### src/rtl/keypad_input_unit_if.sv
// ---------------------------------------------------------------------------
// keypad_input_unit_if
//
// Bundles the keypad matrix pins and the operand/operator outputs of the
// calculator input unit.
//
//   row      keypad rows, active-low (driven by the keypad / outside world)
//   col      column drive, active-low, one-hot-low
//   value    current operand, 16-bit two's complement
//   digits   number of digits accepted into the current operand
//   neg      operand sign flag
//   op       operator code: 00 add, 01 sub, 10 mul, 11 div
//   op_valid one-cycle pulse when an operator key is accepted
//   enter    one-cycle pulse when '#' is accepted
//
// Modports:
//   master - the keypad input unit (samples row, drives everything else)
//   slave  - the surrounding system (drives row, consumes the results)
// ---------------------------------------------------------------------------
interface keypad_input_unit_if;
    logic [3:0]  row;
    logic [3:0]  col;
    logic [15:0] value;
    logic [1:0]  digits;
    logic        neg;
    logic [1:0]  op;
    logic        op_valid;
    logic        enter;

    modport master (
        input  row,
        output col, value, digits, neg, op, op_valid, enter
    );

    modport slave (
        output row,
        input  col, value, digits, neg, op, op_valid, enter
    );
endinterface

### src/rtl/keypad_input_unit.sv
// ---------------------------------------------------------------------------
// keypad_input_unit
//
// Scans a 4x4 active-low matrix keypad, debounces key presses and releases,
// decodes the key, and builds a signed decimal operand for the calculator.
//
// Ports:
//   clk  - system clock
//   rst  - asynchronous, active-high reset
//   kp   - keypad_input_unit_if.master: row in; col, value, digits, neg,
//          op, op_valid, enter out
//
// Keymap (row r / column c):
//   r0: 1 2 3 A     A/B/C/D -> op 00/01/10/11
//   r1: 4 5 6 B     '*'     -> toggle sign
//   r2: 7 8 9 C     '#'     -> enter
//   r3: * 0 # D
// ---------------------------------------------------------------------------
module keypad_input_unit #(
    parameter int SCAN_DIV   = 50000,
    parameter int DEBOUNCE   = 4,
    parameter int MAX_DIGITS = 3
) (
    input  logic               clk,
    input  logic               rst,
    keypad_input_unit_if.master kp
);

    localparam int DIV_W = (SCAN_DIV > 1) ? $clog2(SCAN_DIV) : 1;
    localparam int DEB_W = $clog2(DEBOUNCE + 1);

    localparam logic [DIV_W-1:0] DWELL_LAST = DIV_W'(SCAN_DIV - 1);
    localparam logic [DEB_W-1:0] DEB_TARGET = DEB_W'(DEBOUNCE);
    localparam logic [1:0]       DIG_LIMIT  = 2'(MAX_DIGITS);

    typedef enum logic [1:0] {
        SCAN      = 2'd0,
        DEB_PRESS = 2'd1,
        HELD      = 2'd2,
        DEB_REL   = 2'd3
    } state_t;

    // Scan / debounce state
    state_t           state_q, state_d;
    logic [DIV_W-1:0] dwell_q, dwell_d;
    logic [1:0]       col_idx_q, col_idx_d;
    logic [DEB_W-1:0] deb_q, deb_d;
    logic [3:0]       key_q, key_d;        // {row index, column index}

    // Operand / result state
    logic [7:0]       mag_q, mag_d;
    logic [1:0]       digits_q, digits_d;
    logic             neg_q, neg_d;
    logic [1:0]       op_q, op_d;
    logic             op_valid_q, op_valid_d;
    logic             enter_q, enter_d;

    // Combinational helpers
    logic             tick;
    logic             row_hit;
    logic [1:0]       row_idx;
    logic [3:0]       cur_key;
    logic [DEB_W-1:0] deb_inc;
    logic             accept;
    logic [3:0]       accept_key;

    logic [1:0]       acc_r, acc_c;
    logic             key_is_op, key_is_star, key_is_hash, key_is_digit;
    logic [3:0]       key_digit;
    logic [11:0]      mag_cand;
    logic             digit_ok;

    // -----------------------------------------------------------------------
    // Sampling helpers
    // -----------------------------------------------------------------------
    assign tick    = (dwell_q == DWELL_LAST);
    assign dwell_d = tick ? '0 : dwell_q + 1'b1;
    assign deb_inc = deb_q + 1'b1;
    assign cur_key = {row_idx, col_idx_q};

    // Lowest-index low row wins when several rows are pulled low.
    always_comb begin
        row_hit = 1'b1;
        row_idx = 2'd0;
        casez (kp.row)
            4'b???0: row_idx = 2'd0;
            4'b??01: row_idx = 2'd1;
            4'b?011: row_idx = 2'd2;
            4'b0111: row_idx = 2'd3;
            default: row_hit = 1'b0;
        endcase
    end

    // -----------------------------------------------------------------------
    // Scan / debounce FSM: next state. Decisions happen only on sample ticks.
    // -----------------------------------------------------------------------
    always_comb begin
        state_d    = state_q;
        deb_d      = deb_q;
        key_d      = key_q;
        col_idx_d  = col_idx_q;
        accept     = 1'b0;
        accept_key = key_q;

        if (tick) begin
            case (state_q)
                SCAN: begin
                    if (row_hit) begin
                        // Column is frozen from here until the release completes.
                        key_d      = cur_key;
                        accept_key = cur_key;
                        if (DEBOUNCE <= 1) begin
                            accept  = 1'b1;
                            state_d = HELD;
                            deb_d   = '0;
                        end else begin
                            state_d = DEB_PRESS;
                            deb_d   = DEB_W'(1);
                        end
                    end else begin
                        col_idx_d = col_idx_q + 2'd1;
                    end
                end

                DEB_PRESS: begin
                    if (row_hit && (cur_key == key_q)) begin
                        if (deb_inc >= DEB_TARGET) begin
                            accept  = 1'b1;
                            state_d = HELD;
                            deb_d   = '0;
                        end else begin
                            deb_d = deb_inc;
                        end
                    end else begin
                        // Bounce or key change: drop back without advancing.
                        state_d = SCAN;
                        deb_d   = '0;
                    end
                end

                HELD: begin
                    if (!row_hit) begin
                        if (DEBOUNCE <= 1) begin
                            state_d   = SCAN;
                            col_idx_d = col_idx_q + 2'd1;
                            deb_d     = '0;
                        end else begin
                            state_d = DEB_REL;
                            deb_d   = DEB_W'(1);
                        end
                    end
                end

                DEB_REL: begin
                    if (row_hit) begin
                        state_d = HELD;
                        deb_d   = '0;
                    end else if (deb_inc >= DEB_TARGET) begin
                        state_d   = SCAN;
                        col_idx_d = col_idx_q + 2'd1;
                        deb_d     = '0;
                    end else begin
                        deb_d = deb_inc;
                    end
                end

                default: begin
                    state_d = SCAN;
                    deb_d   = '0;
                end
            endcase
        end
    end

    // -----------------------------------------------------------------------
    // Key decode of the key being accepted
    // -----------------------------------------------------------------------
    assign acc_r = accept_key[3:2];
    assign acc_c = accept_key[1:0];

    always_comb begin
        key_is_op    = (acc_c == 2'd3);
        key_is_star  = (acc_r == 2'd3) && (acc_c == 2'd0);
        key_is_hash  = (acc_r == 2'd3) && (acc_c == 2'd2);
        key_is_digit = !key_is_op && !key_is_star && !key_is_hash;
        // Rows 0..2 hold 1..9 laid out row-major; the only digit on row 3 is 0.
        if (acc_r == 2'd3) begin
            key_digit = 4'd0;
        end else begin
            key_digit = ({2'b00, acc_r} * 4'd3) + {2'b00, acc_c} + 4'd1;
        end
    end

    assign mag_cand = ({4'h0, mag_q} * 12'd10) + {8'h00, key_digit};
    assign digit_ok = (digits_q < DIG_LIMIT) && (mag_cand <= 12'd255);

    // -----------------------------------------------------------------------
    // Operand datapath
    // -----------------------------------------------------------------------
    always_comb begin
        mag_d      = mag_q;
        digits_d   = digits_q;
        neg_d      = neg_q;
        op_d       = op_q;
        op_valid_d = 1'b0;
        enter_d    = 1'b0;

        // The operand stays visible during the pulse cycle so the consumer
        // can latch it, then clears on the following edge.
        if (op_valid_q || enter_q) begin
            mag_d    = 8'h00;
            digits_d = 2'd0;
            neg_d    = 1'b0;
        end

        if (accept) begin
            if (key_is_op) begin
                op_d       = acc_r;
                op_valid_d = 1'b1;
            end else if (key_is_star) begin
                neg_d = ~neg_q;
            end else if (key_is_hash) begin
                enter_d = 1'b1;
            end else if (key_is_digit && digit_ok) begin
                mag_d    = mag_cand[7:0];
                digits_d = digits_q + 2'd1;
            end
        end
    end

    // -----------------------------------------------------------------------
    // State registers
    // -----------------------------------------------------------------------
    always_ff @(posedge clk or posedge rst) begin
        if (rst) begin
            state_q    <= SCAN;
            dwell_q    <= '0;
            col_idx_q  <= 2'd0;
            deb_q      <= '0;
            key_q      <= 4'd0;
            mag_q      <= 8'h00;
            digits_q   <= 2'd0;
            neg_q      <= 1'b0;
            op_q       <= 2'd0;
            op_valid_q <= 1'b0;
            enter_q    <= 1'b0;
        end else begin
            state_q    <= state_d;
            dwell_q    <= dwell_d;
            col_idx_q  <= col_idx_d;
            deb_q      <= deb_d;
            key_q      <= key_d;
            mag_q      <= mag_d;
            digits_q   <= digits_d;
            neg_q      <= neg_d;
            op_q       <= op_d;
            op_valid_q <= op_valid_d;
            enter_q    <= enter_d;
        end
    end

    // -----------------------------------------------------------------------
    // Outputs
    // -----------------------------------------------------------------------
    assign kp.col      = ~(4'b0001 << col_idx_q);
    assign kp.value    = neg_q ? (16'h0000 - {8'h00, mag_q}) : {8'h00, mag_q};
    assign kp.digits   = digits_q;
    assign kp.neg      = neg_q;
    assign kp.op       = op_q;
    assign kp.op_valid = op_valid_q;
    assign kp.enter    = enter_q;

endmodule

### src/flat_wrapper.sv
// flat-port wrapper written by rule: the top's interface ports become plain ports
module keypad_input_unit_flat 
#(
    parameter int SCAN_DIV   = 50000,
    parameter int DEBOUNCE   = 4,
    parameter int MAX_DIGITS = 3
)
  (clk, rst, kp_row, kp_col, kp_value, kp_digits, kp_neg, kp_op, kp_op_valid, kp_enter);
  keypad_input_unit_if kp_i ();
  input  logic clk;
  input  logic rst;
  input wire logic [$bits(kp_i.row)-1:0] kp_row;
  output wire logic [$bits(kp_i.col)-1:0] kp_col;
  output wire logic [$bits(kp_i.value)-1:0] kp_value;
  output wire logic [$bits(kp_i.digits)-1:0] kp_digits;
  output wire logic [$bits(kp_i.neg)-1:0] kp_neg;
  output wire logic [$bits(kp_i.op)-1:0] kp_op;
  output wire logic [$bits(kp_i.op_valid)-1:0] kp_op_valid;
  output wire logic [$bits(kp_i.enter)-1:0] kp_enter;
  assign kp_i.row = kp_row;
  assign kp_col = kp_i.col;
  assign kp_value = kp_i.value;
  assign kp_digits = kp_i.digits;
  assign kp_neg = kp_i.neg;
  assign kp_op = kp_i.op;
  assign kp_op_valid = kp_i.op_valid;
  assign kp_enter = kp_i.enter;
  keypad_input_unit #(.SCAN_DIV(SCAN_DIV), .DEBOUNCE(DEBOUNCE), .MAX_DIGITS(MAX_DIGITS)) u_core (.clk(clk), .rst(rst), .kp(kp_i));
endmodule
### config.mk
export PLATFORM = sky130hd
export DESIGN_NAME = keypad_input_unit_flat
export DESIGN_NICKNAME = d
export VERILOG_FILES = /design/src/rtl/keypad_input_unit_if.sv /design/src/rtl/keypad_input_unit.sv /design/src/flat_wrapper.sv
export SDC_FILE = /design/constraint.sdc
export NUM_CORES = 1
export LEC_CHECK = 0
export ABC_AREA = 0
export ABC_CLOCK_PERIOD_IN_PS = 7700
export CORE_AREA = 2 2 109 85
export DETAILED_ROUTE_END_ITERATION = 7
export DIE_AREA = 0 0 111 87
export DONT_BUFFER_PORTS = 1
export PLACE_DENSITY_LB_ADDON = 0.3
export SYNTH_ARGS = -nofsm -noshare
export SYNTH_HDL_FRONTEND = slang
export SYNTH_SLANG_ARGS = --single-unit
### constraint.sdc
create_clock -name clk -period 7.7 [get_ports clk]
set_clock_uncertainty 0.1 [all_clocks]
set_input_delay 1.54 -clock clk [delete_from_list [all_inputs] [get_ports clk]]
set_output_delay 1.54 -clock clk [all_outputs]
set_load 0.005 [all_outputs]
[Word-level counts from Yosys, hierarchy flattened]
Cells that the tools add are included.
Word-level totals
  output and inout bits: 27
  logic and storage cells: 116
  input bits: 6
  register bits after elaboration: 42
Cells by class
  reduce and logical (&&, ||, !) cells: 19
  shift operators: 1
  multipliers: 2
  muxes and demuxes: 51
  equal/unequal tests: 18
  magnitude comparators: 3
  bitwise gates (word level): 3
  add/subtract/negate cells: 8
Operator list (number)
  8-bit two-way mux: 6
  16-bit two-way mux: 2
  2-bit two-way mux: 15
  16-bit by 1-bit adder with 16-bit output, second input constant: 1
  16-bit == test, second input constant: 1
  4-bit two-way mux: 4
  1-bit two-way mux: 15
  3-bit two-way mux: 5
  12-bit by 4-bit adder with 12-bit output: 1
  12-bit by 8-bit less-or-equal comparator with 1-bit output, second input constant: 1
  3-bit case mux with 4 select lines: 1
  8-bit by 3-bit multiplier with 11-bit output, second input constant: 1
  2-bit == test, second input constant: 5
  5-bit AND reduction: 2
  1-bit by 8-bit subtractor with 9-bit output, first input constant: 1
  2-bit case mux with 4 select lines: 1
  1-bit logical AND: 7
  2-bit != test, second input constant: 3
  2-bit case mux with 3 select lines: 1
  2-bit by 1-bit adder with 2-bit output, second input constant: 2
  4-bit by 1-bit adder with 4-bit output, second input constant: 1
  4-bit by 2-bit adder with 4-bit output: 1
  2-bit by 1-bit == test with 1-bit output, second input constant: 2
  4-bit by 3-bit == test with 1-bit output, second input constant: 1
  20 further kinds: 25

[Depth between registers and ports, before layout]
Gate-level depths: netlist of run 1.
  depth in word-level cells: 19
  mapped depth: 21

[Worst setup path after synthesis of run 1]
Ideal clock, no wire load.
  path kind: input to register
  from: in kp_row[2]
  to: reg u_core.mag_q[1]
  stages: 21
  setup slack: 1987 ps
  path buffers: 3
  data arrival time: 5488 ps
  cell sequence: and4_1 clkbuf_1 nor3_1 and2_1 buf_6 mux2_2 inv_1 fa_1 inv_1 fa_1 xor2_1 nand2b_1 inv_1 ha_1 a21o_1 a21oi_1 nand3b_1 mux2i_1 and4bb_1 buf_6 mux2_4
Between the ends
  word-level cells in the longest chain between the ends: 19
  elaborated cells on any way between the ends: 37
  those cells by class: add/sub: 3; mul: 1; order compare: 1; eq/ne: 6; mux: 14; reduce/logical: 12
RTL lines
  start: declaration: line flat_wrapper.sv:12  | input wire logic [$bits(kp_i.row)-1:0] kp_row;
  4-bit by 3-bit == test with 1-bit output / 3-bit by 2-bit == test with 1-bit output (equally long branches): line keypad_input_unit.sv:85  | casez (kp.row)
  4-bit OR reduction (no source line)
  1-bit two-way mux: line keypad_input_unit.sv:85
  4-bit two-way mux (*): line keypad_input_unit.sv:108  | if (row_hit) begin
  4-bit two-way mux (*): line keypad_input_unit.sv:106  | case (state_q)
  4-bit two-way mux (*): line keypad_input_unit.sv:105  | if (tick) begin
  via u_core.accept_key[2]: line keypad_input_unit.sv:65  | logic [3:0] accept_key;
  2-bit by 2-bit multiplier with 4-bit output: line keypad_input_unit.sv:190  | key_digit = ({2'b00, acc_r} * 4'd3) + {2'b00, acc_c} + 4'd1;
  [... 5 more ...]
  1-bit logical AND: line keypad_input_unit.sv:195  | assign digit_ok = (digits_q < DIG_LIMIT) && (mag_cand <= 12'd255);
  1-bit logical AND: line keypad_input_unit.sv:224  | end else if (key_is_digit && digit_ok) begin
  8-bit two-way mux: line keypad_input_unit.sv:224
  8-bit two-way mux: line keypad_input_unit.sv:222  | end else if (key_is_hash) begin
  8-bit two-way mux (*): line keypad_input_unit.sv:220  | end else if (key_is_star) begin
  8-bit two-way mux (*): line keypad_input_unit.sv:217  | if (key_is_op) begin
  8-bit two-way mux (*): line keypad_input_unit.sv:216  | if (accept) begin
  via u_core.mag_d[1]: line keypad_input_unit.sv:51  | logic [7:0] mag_q, mag_d;
  end signal: assignment: line keypad_input_unit.sv:253  | mag_q <= mag_d;
  end: declaration: line keypad_input_unit.sv:51
The timed path passes the listed nets; every way through them passes the cells marked *.
A chain may end at the register's enable or synchronous reset.

[Worst setup path after layout of run 1]
Ends and elaborated chain as after synthesis.

==> results of run 1 <==
-- cells by family (layout without fill, tap and decap cells) --
logic type | Yosys count | count (layout) | share of synthesized area, %
mux | 17 | 17 | 6.48
simple gates | 104 | 104 | 19.8
fa+ha+maj | 31 | 31 | 14.2
xor+xnor | 36 | 36 | 10.7
compound gates | 32 | 32 | 6.65
flops | 42 | 42 | 35.8
buf+inv | 37 | 32 | 6.27
-- where the power goes --
part	total (mW)	internal [mW]	switching, mW
clock network	0.231	0.147	0.0839
registers	0.222	0.221	0.000317
logic	0.00757	0.00176	0.00582
-- layout make-up --
type                       count  share of cell area, %
clock buffer                   8                   5.27
inverter                      22                   2.62
multi-input combinational    220                   53.9
timing repair buffer           2                  0.476
sequential                    42                   33.3
tap                          112                   4.44
-- stage by stage --
| stage | hold WS (ns) | worst slack [ns] | area [um2] | total power [mW] | cells |
|---|---|---|---|---|---|
| 5_1_grt | 0.414 | 1.57 | 3160 | 0.477 | 406 |
| 3_5_place_dp | 0.377 | 1.58 | 2990 | 0.234 | 398 |
| 4_1_cts | 0.385 | 1.87 | 3160 | 0.464 | 406 |
| 6_report | 0.380 | 1.91 | 3160 | 0.460 | 406 |
| 2_1_floorplan | 0.347 | 1.99 | 2940 | 0.231 | 299 |
| 3_3_place_gp | 0.371 | 1.69 | 2990 | 0.234 | 398 |
-- routing by layer --
metal  global-route usage, %  share of wire, %  vias to the layer above
li1                        -                 -                     1000
met1                    17.0                50                      924
met2                    18.3                42                       36
met3                    5.36               7.1                        2
met4                    3.41              0.71                        0
met5                       0                 0                        -
-- Yosys cell counts (5+ instances only) --
library cell | n | area [um2]
a21oi_1 | 9 | 45.0
buf_4 | 8 | 60.1
clkbuf_1 | 5 | 18.8
dfrtp_1 | 42 | 1050
ha_1 | 27 | 338
inv_1 | 22 | 82.6
mux2_2 | 5 | 56.3
mux2i_1 | 9 | 90.1
nand2_1 | 25 | 93.8
nand2b_1 | 7 | 43.8
nand3_1 | 11 | 55.1
nand4_1 | 5 | 31.3
nor2_1 | 22 | 82.6
nor3_1 | 6 | 30.0
o21ai_0 | 11 | 55.1
xnor2_1 | 19 | 166
xor2_1 | 17 | 149
-- flip-flops by register name (all words and copies together) (netlist names) --
register            cells
u_core.kp.digits        2
u_core.kp.op_valid      1
u_core.mag_q            8
u_core.key_q            4
u_core.kp.enter         1
u_core.state_q          2
u_core.kp.op            2
u_core.kp.neg           1
u_core.deb_q            3
u_core.col_idx_q        2
u_core.dwell_q         16
-- worst max-delay path by stage --
stage | endpoint | slack, ns | cells past startpoint
after detailed placement | u_core.mag_q[6] | 1.58 | 18
after CTS | u_core.mag_q[6] | 1.87 | 18
after global routing | u_core.mag_q[6] | 1.57 | 18
after global placement | u_core.mag_q[6] | 1.69 | 18
final | u_core.mag_q[1] | 1.91 | 18
after floorplan | u_core.mag_q[1] | 1.99 | 21
==> impl_metrics.py, run 1 <==
metrics = {
    "critical_path": {
        "r2r-end": "u_core.mag_q[1]",
        "critPathBufInv": 3,
        "crit_chain": "and4_1 > nor3_1 > and2_1 > mux2_2 > inv_1 > fa_1 > inv_1 > fa_1 > xor2_1 > nand2b_1 > inv_1 > ha_1 > a21o_1 > a21oi_1 > nand3b_1 > mux2i_1 > and4bb_1 > mux2_4",
        "cp_max_fo": 10,
        "regToRegStartpoint": "u_core.dwell_q[4]",
        "reg2reg_slack_ns": 2.07,
        "startpoint": "kp_row[2]",
        "reg2regPathDepth": 19,
        "critical-path-top-delay-family": "simple AND/OR/NAND/NOR gates",
        "crit_path_end_kind": "register",
        "slowest_delay_ns": 0.58,
        "critPathKind": "in -> reg",
        "cpMostUsedCell": "inv_1",
        "cp.arrival_ns": 5.86,
        "cp_slowest_cell": "and4bb_1",
        "crit_path_start_kind": "primary input",
        "worstPathRequired_ns": 7.77,
    },
    "clock_network": {
        "cts_resized": 0,
        "cts_setup_buffers": 0,
        "cts_tree": "built",
        "clkTransAtPathRegs_ns": 0.06,
        "clockBufferDepth": 2,
        "clock_latency_ns": 0.28,
        "cts.hold.buffers_added": 0,
        "cts_num_sinks": 42,
        "htree_num_levels": 2,
        "clock_tree.root_cell": "clkbuf_16",
        "cts_buffers": 5,
    },
    "die": {
        "fp.coreArea_um2": 8670,
        "die_area_um2": 9660,
        "fp-row-count": 30,
        "start_util_pct": 33.9,
        "fp.dieW_um": 111,
        "io_pins": 33,
        "die_y_um": 87,
    },
    "grt": {
        "antenna_found_initial": 0,
        "grt_pass1_wl_um": 9600,
        "overflow": 0,
        "first_global_vias": 1926,
        "grt_max_degree": 43,
        "grt.total_usage_pct": 12.5,
    },
    "place": {
        "dp_hpwl_um": 4350,
        "port_buffers": 0,
        "place_congestion": 0.806,
    },
    "yosys": {
        "yosys_warnings": 0,
        "synth_edf_count": 0,
        "yosysSeqAreaShare_pct": 35.8,
        "syn_nets": 336,
        "synth.distinct_cells": 43,
        "synthArstFlopShare_pct": 100,
        "synthesis.area_um2": 2940,
        "syn_area_per_cell_um2": 9.82,
        "yosys_register_bits": 42,
        "synth-main-ff-cell": "dfrtp_1",
        "netlist_instances": 299,
    },
    "cells_and_area": {
        "utilization_pct": 36.4,
        "regArea_um2": 1050,
        "n_antenna_cell": 0,
        "multi_input_area_um2": 1700,
        "final_cell_mix": "42 x dfrtp_1, 27 x ha_1, 25 x nand2_1, 22 x nor2_1, 21 x inv_1",
        "drive_above_1_share_pct": 8.16,
        "area_delta_synth_final_pct": 7.50,
        "fillers": 861,
        "final_nets": 330,
        "final_common_cell": "dfrtp_1",
    },
    "detailed_routing": {
        "vias_per_cell": 4.83,
        "drt_iter0_markers": 57,
        "firstDrtPassIters": 4,
        "vias": 1962,
        "ant_nets": 0,
        "wl_per_cell_um": 13.9,
        "drc": 0,
        "finalWirelength_um": 5660,
    },
    "sta": {
        "max_freq_ghz": 0.173,
        "setup_viol": 0,
        "rsz0062_at_grt": "no",
        "finalCritPeriodShare_pct": 75.3,
        "post-route-min-period_ns": 5.79,
        "slew_viol_final": 0,
        "worst_slew_pin_slew_ns": 0.644,
        "finalHoldViolCount": 0,
        "max_slew_margin_pct": 56.9,
        "fin_tns_setup_ns": 0,
    },
    "hold_path": {
        "min_to": "u_core.dwell_q[0]",
        "hold_path_depth": 1,
        "min_path_type": "reg -> reg",
        "min_from": "u_core.dwell_q[0]",
    },
    "run": {
        "maxCapViolations": 0,
    },
    "power_and_ir_drop": {
        "power_density_nw_per_um2": 146,
        "irDropWorstVdd_mv": 0.0740,
        "power.leakage_nw": 1.50,
    },
    "run_status": {
        "status": "completed",
    },
}
Note: power is estimated with default switching activity, not from simulation.
==> inputs of run 2 (changes only) <==
ABC_CLOCK_PERIOD_IN_PS = 5310   (was 7700)
clock period = 5.31 ns   (was 7.7 ns; I/O delays follow)
==> run 2 against run 1 <==
Against the previous run:
- via count is 1.9% higher
- sequential power increased by 45%
- total power is 46% higher
- clock-buffer cell count is 1 lower
- sequential share of layout area fell by 1.1 points
==> impl_metrics.py, run 2 (synthesis results as in run 1) <==
metrics = {
    "run_status": {
        "status": "completed",
    },
    "cells_and_area": {
        "final_nets": 342,
        "n_antenna_cell": 0,
        "final_common_cell": "dfrtp_1",
        "final_cell_mix": "42 x dfrtp_1, 27 x ha_1, 25 x nand2_1, 22 x nor2_1, 21 x inv_1",
        "area_delta_synth_final_pct": 11.1,
        "utilization_pct": 37.6,
        "top_register": "u_core.dwell_q",
        "drive_above_1_share_pct": 12.1,
        "final_area_um2": 3260,
        "largest_reg_flops": 16,
        "reg_top3": "u_core.dwell_q x16, u_core.mag_q x8, u_core.key_q x4",
    },
    "critical_path": {
        "reg2regPathDepth": 20,
        "cpMostUsedCell": "inv_1",
        "regToRegStartpoint": "u_core.dwell_q[4]",
        "critical-path-top-delay-family": "simple AND/OR/NAND/NOR gates",
        "critPathBufInv": 4,
        "worstPathRequired_ns": 5.41,
        "cp_slowest_cell": "or4b_4",
        "critPathKind": "reg -> reg",
        "slowest_delay_ns": 0.59,
        "cp_max_fo": 5,
        "crit_chain": "or4b_4 > nor4_4 > nor3b_4 > a21oi_1 > a21oi_2 > inv_1 > fa_1 > inv_1 > fa_1 > xor2_1 > nand2b_1 > inv_1 > ha_1 > a21o_1 > a21oi_1 > nand3b_1 > mux2i_1 > and4bb_4 > buf_4 > mux2i_1",
        "r2r-end": "u_core.mag_q[3]",
        "crit_path_end_kind": "register",
        "cp.arrival_ns": 5.14,
        "reg2reg_slack_ns": 0.28,
        "crit_path_start_kind": "register",
    },
    "power_and_ir_drop": {
        "p_clk_share_pct": 50.5,
        "finalPower_mw": 0.671,
        "p_switching_mw": 0.125,
        "irDropWorstVdd_mv": 0.120,
        "combinationalPowerShare_pct": 1.6,
        "power_density_nw_per_um2": 206,
        "power.share.switching_pct": 18.7,
        "p_seq_share_pct": 47.9,
        "p_int_mw": 0.546,
        "power.leakage_nw": 1.56,
    },
    "hold_path": {
        "min_path_type": "reg -> reg",
        "min_from": "u_core.dwell_q[0]",
        "hold_path_depth": 1,
        "min_to": "u_core.dwell_q[0]",
    },
    "clock_network": {
        "cts_buffers": 5,
        "clkTransAtPathRegs_ns": 0.06,
        "cts_tree": "built",
        "cts.hold.buffers_added": 0,
        "clock_tree.root_cell": "clkbuf_16",
        "htree_num_levels": 2,
        "clock_latency_ns": 0.28,
        "cts_num_sinks": 42,
        "clockBufferDepth": 2,
    },
    "grt": {
        "grt.total_usage_pct": 13.1,
        "globalRouteMet1Util_pct": 17.2,
        "grt_pass1_wl_um": 10000,
        "grt_max_degree": 43,
        "top_usage_layer": "met2",
        "first_global_vias": 2016,
        "overflow": 0,
        "antenna_found_initial": 0,
        "met3_usage_pct": 4.45,
        "grt_use_met2_pct": 20.0,
    },
    "detailed_routing": {
        "drc": 0,
        "wl_per_cell_um": 13.6,
        "ant_nets": 0,
        "drt_iter0_markers": 87,
        "firstDrtPassIters": 5,
        "vias_per_cell": 4.78,
        "vias": 2000,
        "finalWirelength_um": 5690,
    },
    "die": {
        "io_pins": 33,
        "die_area_um2": 9660,
        "fp.coreArea_um2": 8670,
        "start_util_pct": 33.9,
        "fp.dieW_um": 111,
        "die_y_um": 87,
        "fp-row-count": 30,
    },
    "place": {
        "dp_hpwl_um": 4410,
        "port_buffers": 0,
        "placed_area_um2": 3070,
        "place_congestion": 0.816,
    },
    "sta": {
        "max_freq_ghz": 0.199,
        "fin_tns_setup_ns": 0,
        "finalCritPeriodShare_pct": 94.7,
        "post-route-min-period_ns": 5.03,
        "finalHoldViolCount": 0,
        "worst_slew_pin_slew_ns": 0.622,
        "slew_viol_final": 0,
        "rsz0062_at_grt": "no",
        "setup_viol": 0,
        "max_slew_margin_pct": 58.4,
    },
    "run": {
        "maxCapViolations": 0,
    },
}
-- run 2: cell types whose count changed in the layout (fill, tap and decap cells not counted) --
cell       before  now
nor3b_4         0    1
bufinv_16       0    1
and4bb_4        0    1
a21oi_1         9    8
clkbuf_8        3    0
clkbuf_1        0    2
nor3b_1         1    0
and4bb_1        1    0
buf_4           2   14
a21oi_2         0    1
-- run 2: metrics by stage --
step	hold slack, ns	setup WS (ns)	instances
2_1_floorplan	0.347	0.0751	299
3_3_place_gp	0.372	0.129	409
3_5_place_dp	0.376	0.0162	409
4_1_cts	0.384	0.0529	417
5_1_grt	0.421	0.0163	418
6_report	0.378	0.279	418
-- run 2: worst max-delay path by stage --
stage,from,endpoint,slack (ns),cells after the start
detailed placement,u_core.dwell_q[4],u_core.mag_q[3],0.02,20
finish,u_core.dwell_q[4],u_core.mag_q[3],0.28,20
global route,u_core.dwell_q[4],u_core.mag_q[2],0.02,20
global placement,u_core.dwell_q[4],u_core.mag_q[2],0.13,20
CTS,u_core.dwell_q[4],u_core.mag_q[3],0.05,20
floorplan,kp_row[2],u_core.mag_q[1],0.08,21
-- run 2: per-layer routing --
layer	wire length, um	share of wire, %
met1	2820	50
met2	2390	42
met3	385	6.8
met4	89	1.6
met5	0	0
-- run 2: cell type report --
type / count / area [um2]
Clock buffer: 7 / 133
Clock inverter: 1 / 30.0
Fill cell: 866 / 5410
Inverter: 22 / 82.6
Multi-Input combinational cell: 220 / 1720
Sequential cell: 42 / 1050
Tap cell: 112 / 140
Timing Repair Buffer: 14 / 105
-- run 2: power groups by stage --
stage               Combinational [mW]  Clock [mW]  Sequential [mW]
global placement                0.0119           0            0.327
detailed placement              0.0119           0            0.327
finish                          0.0111       0.339            0.321
floorplan                      0.00830           0            0.327
global route                    0.0136       0.365            0.321
CTS                             0.0120       0.350            0.321
-- run 2: timing repair --
item / in CTS / in global routing
endpoints found under the setup margin: 4 / 9
gates resized for setup: 1 / 4
pin swaps: 0 / 1
endpoints found under the hold margin: 0 / 0
setup buffers: 0 / 1
==> inputs of run 3 (changes only) <==
--- a/config.mk
+++ b/config.mk
@@ -13,2 +13,3 @@
 export DONT_BUFFER_PORTS = 1
+export HOLD_SLACK_MARGIN = 0.05
 export PLACE_DENSITY_LB_ADDON = 0.3
==> constraint.sdc (replaced) <==
create_clock -name clk -period 5.31 [get_ports clk]
set_clock_uncertainty 0.1 [all_clocks]
set_input_delay 0.531 -clock clk [delete_from_list [all_inputs] [get_ports clk]]
set_output_delay 0.531 -clock clk [all_outputs]
set_load 0.005 [all_outputs]
==> run 3 against run 2 <==
Against the previous run:
- first-iteration DRC count down 30%
- sequential cell count unchanged
- largest power group unchanged
- total power up 0.60%
- die area unchanged
- sequential power about the same
- fmax up 0.64%
- non-clock buffer count down 1
- critical path type unchanged
==> impl_metrics.py, run 3 (synthesis results as in run 1) <==
metrics = {
    "sta": {
        "finalHoldViolCount": 0,
        "fin_ws_ns": 0.311,
        "rsz0062_at_grt": "no",
        "max_freq_ghz": 0.200,
        "worst_slew_pin_slew_ns": 0.639,
        "finalCritPeriodShare_pct": 94.1,
        "post-route-min-period_ns": 5.00,
        "fin_tns_setup_ns": 0,
        "max_slew_margin_pct": 57.2,
        "slew_viol_final": 0,
        "setup_viol": 0,
    },
    "cells_and_area": {
        "area_delta_synth_final_pct": 11.0,
        "final_nets": 341,
        "largest_reg_flops": 16,
        "top_register": "u_core.dwell_q",
        "reg_top3": "u_core.dwell_q x16, u_core.mag_q x8, u_core.key_q x4",
        "n_antenna_cell": 0,
        "final_cell_mix": "42 x dfrtp_1, 27 x ha_1, 25 x nand2_1, 22 x nor2_1, 21 x inv_1",
        "utilization_pct": 37.6,
        "drive_above_1_share_pct": 12.1,
        "final_area_um2": 3260,
        "final_common_cell": "dfrtp_1",
        "fillers": 837,
    },
    "detailed_routing": {
        "ant_nets": 0,
        "wl_per_cell_um": 13.6,
        "firstDrtPassIters": 4,
        "vias": 2001,
        "drc": 0,
        "drt_iter0_markers": 61,
        "vias_per_cell": 4.80,
        "finalWirelength_um": 5670,
    },
    "critical_path": {
        "cp_max_fo": 6,
        "r2r-end": "u_core.mag_q[2]",
        "startpoint": "u_core.dwell_q[4]",
        "reg2reg_slack_ns": 0.31,
        "regToRegStartpoint": "u_core.dwell_q[4]",
        "critPathKind": "reg -> reg",
        "crit_end": "u_core.mag_q[2]",
        "crit_path_start_kind": "register",
        "cp.arrival_ns": 5.10,
        "worstPathRequired_ns": 5.41,
        "reg2regPathDepth": 19,
        "crit_path_end_kind": "register",
    },
    "clock_network": {
        "clock_latency_ns": 0.28,
        "htree_num_levels": 2,
        "cts_tree": "built",
        "clockBufferDepth": 2,
        "cts_num_sinks": 42,
        "cts_buffers": 5,
        "clock_tree.root_cell": "clkbuf_16",
        "clkTransAtPathRegs_ns": 0.06,
        "cts.hold.buffers_added": 0,
    },
    "power_and_ir_drop": {
        "power.leakage_nw": 1.55,
        "power_density_nw_per_um2": 207,
        "irDropWorstVdd_mv": 0.0981,
    },
    "die": {
        "fp.coreArea_um2": 8670,
        "die_area_um2": 9660,
        "fp-row-count": 30,
        "start_util_pct": 33.9,
        "io_pins": 33,
        "fp.dieW_um": 111,
        "die_y_um": 87,
    },
    "place": {
        "dp_hpwl_um": 4390,
        "pre_cts_slack_ns": -0.0125,
        "placed_area_um2": 3040,
        "place_congestion": 0.793,
        "port_buffers": 0,
    },
    "grt": {
        "antenna_found_initial": 0,
        "grt_pass1_wl_um": 9770,
        "grt_max_degree": 43,
        "first_global_vias": 2012,
        "grt.total_usage_pct": 12.7,
        "overflow": 0,
    },
    "hold_path": {
        "min_path_type": "in -> async",
    },
    "run_status": {
        "status": "completed",
    },
    "run": {
        "maxCapViolations": 0,
    },
}
## run 3: per-stage QoR
step | hold WS, ns | std cells | total power, mW
global placement | 0.368 | 405 | 0.338
floorplan | 0.347 | 299 | 0.335
CTS | 0.177 | 413 | 0.687
global route | 0.222 | 417 | 0.706
finish | 0.156 | 417 | 0.675
detailed placement | 0.374 | 405 | 0.339
## run 3: area by class of cell
class | instances | area, um2 | area share [%]
multi-input cells | 220 | 1720 | 52.8
clock inverters | 2 | 37.5 | 1.15
repair buffers | 13 | 97.6 | 3.00
inverters | 22 | 82.6 | 2.54
flip-flops and latches | 42 | 1050 | 32.3
well taps | 112 | 140 | 4.30
clock buffers | 6 | 129 | 3.96
## run 3: worst max-delay path, stage by stage (launching register included)
cell,delay [ns]
dfrtp_1,0.40
or4b_4,0.58
nor4_4,0.28
and2_1,0.28
mux2_2,0.41
inv_1,0.09
fa_1,0.41
inv_1,0.11
fa_1,0.40
nor2b_1,0.15
ha_1,0.20
inv_1,0.08
fa_1,0.20
inv_1,0.05
a21o_1,0.18
nand2b_1,0.14
mux2i_1,0.16
and4bb_4,0.33
buf_4,0.15
mux2i_1,0.20
## run 3: per-layer routing
metal | track usage (%) | part of all wire (%) | up-vias
met1 | 16.9 | 50 | 939
met2 | 18.5 | 41 | 36
li1 | - | - | 1017
met4 | 6.02 | 2.0 | 0
met3 | 4.66 | 6.8 | 9
met5 | 0 | 0 | -
## run 3: power breakdown
group	internal [mW]	switching, mW
Clock	0.222	0.121
Combinational	0.00250	0.00830
Sequential	0.321	0.000428
## run 3: timing repair
action | 4_1_cts | 5_1_grt
buffers inserted | 0 | 4
pin swaps | 0 | 1
endpoints found under the setup margin | 2 | 10
resized for setup | 1 | 4
hold endpoints to repair | 0 | 0
## run 3: how the worst min path moves through the flow
| stage | cells after the start | end | start |
|---|---|---|---|
| after CTS | 2 | u_core.dwell_q[10] | rst |
| final | 2 | u_core.dwell_q[10] | rst |
| after floorplan | 1 | u_core.dwell_q[0] | u_core.dwell_q[0] |
| after detailed placement | 1 | u_core.dwell_q[0] | u_core.dwell_q[0] |
| after global placement | 1 | u_core.dwell_q[0] | u_core.dwell_q[0] |
| after global routing | 2 | u_core.dwell_q[10] | rst |
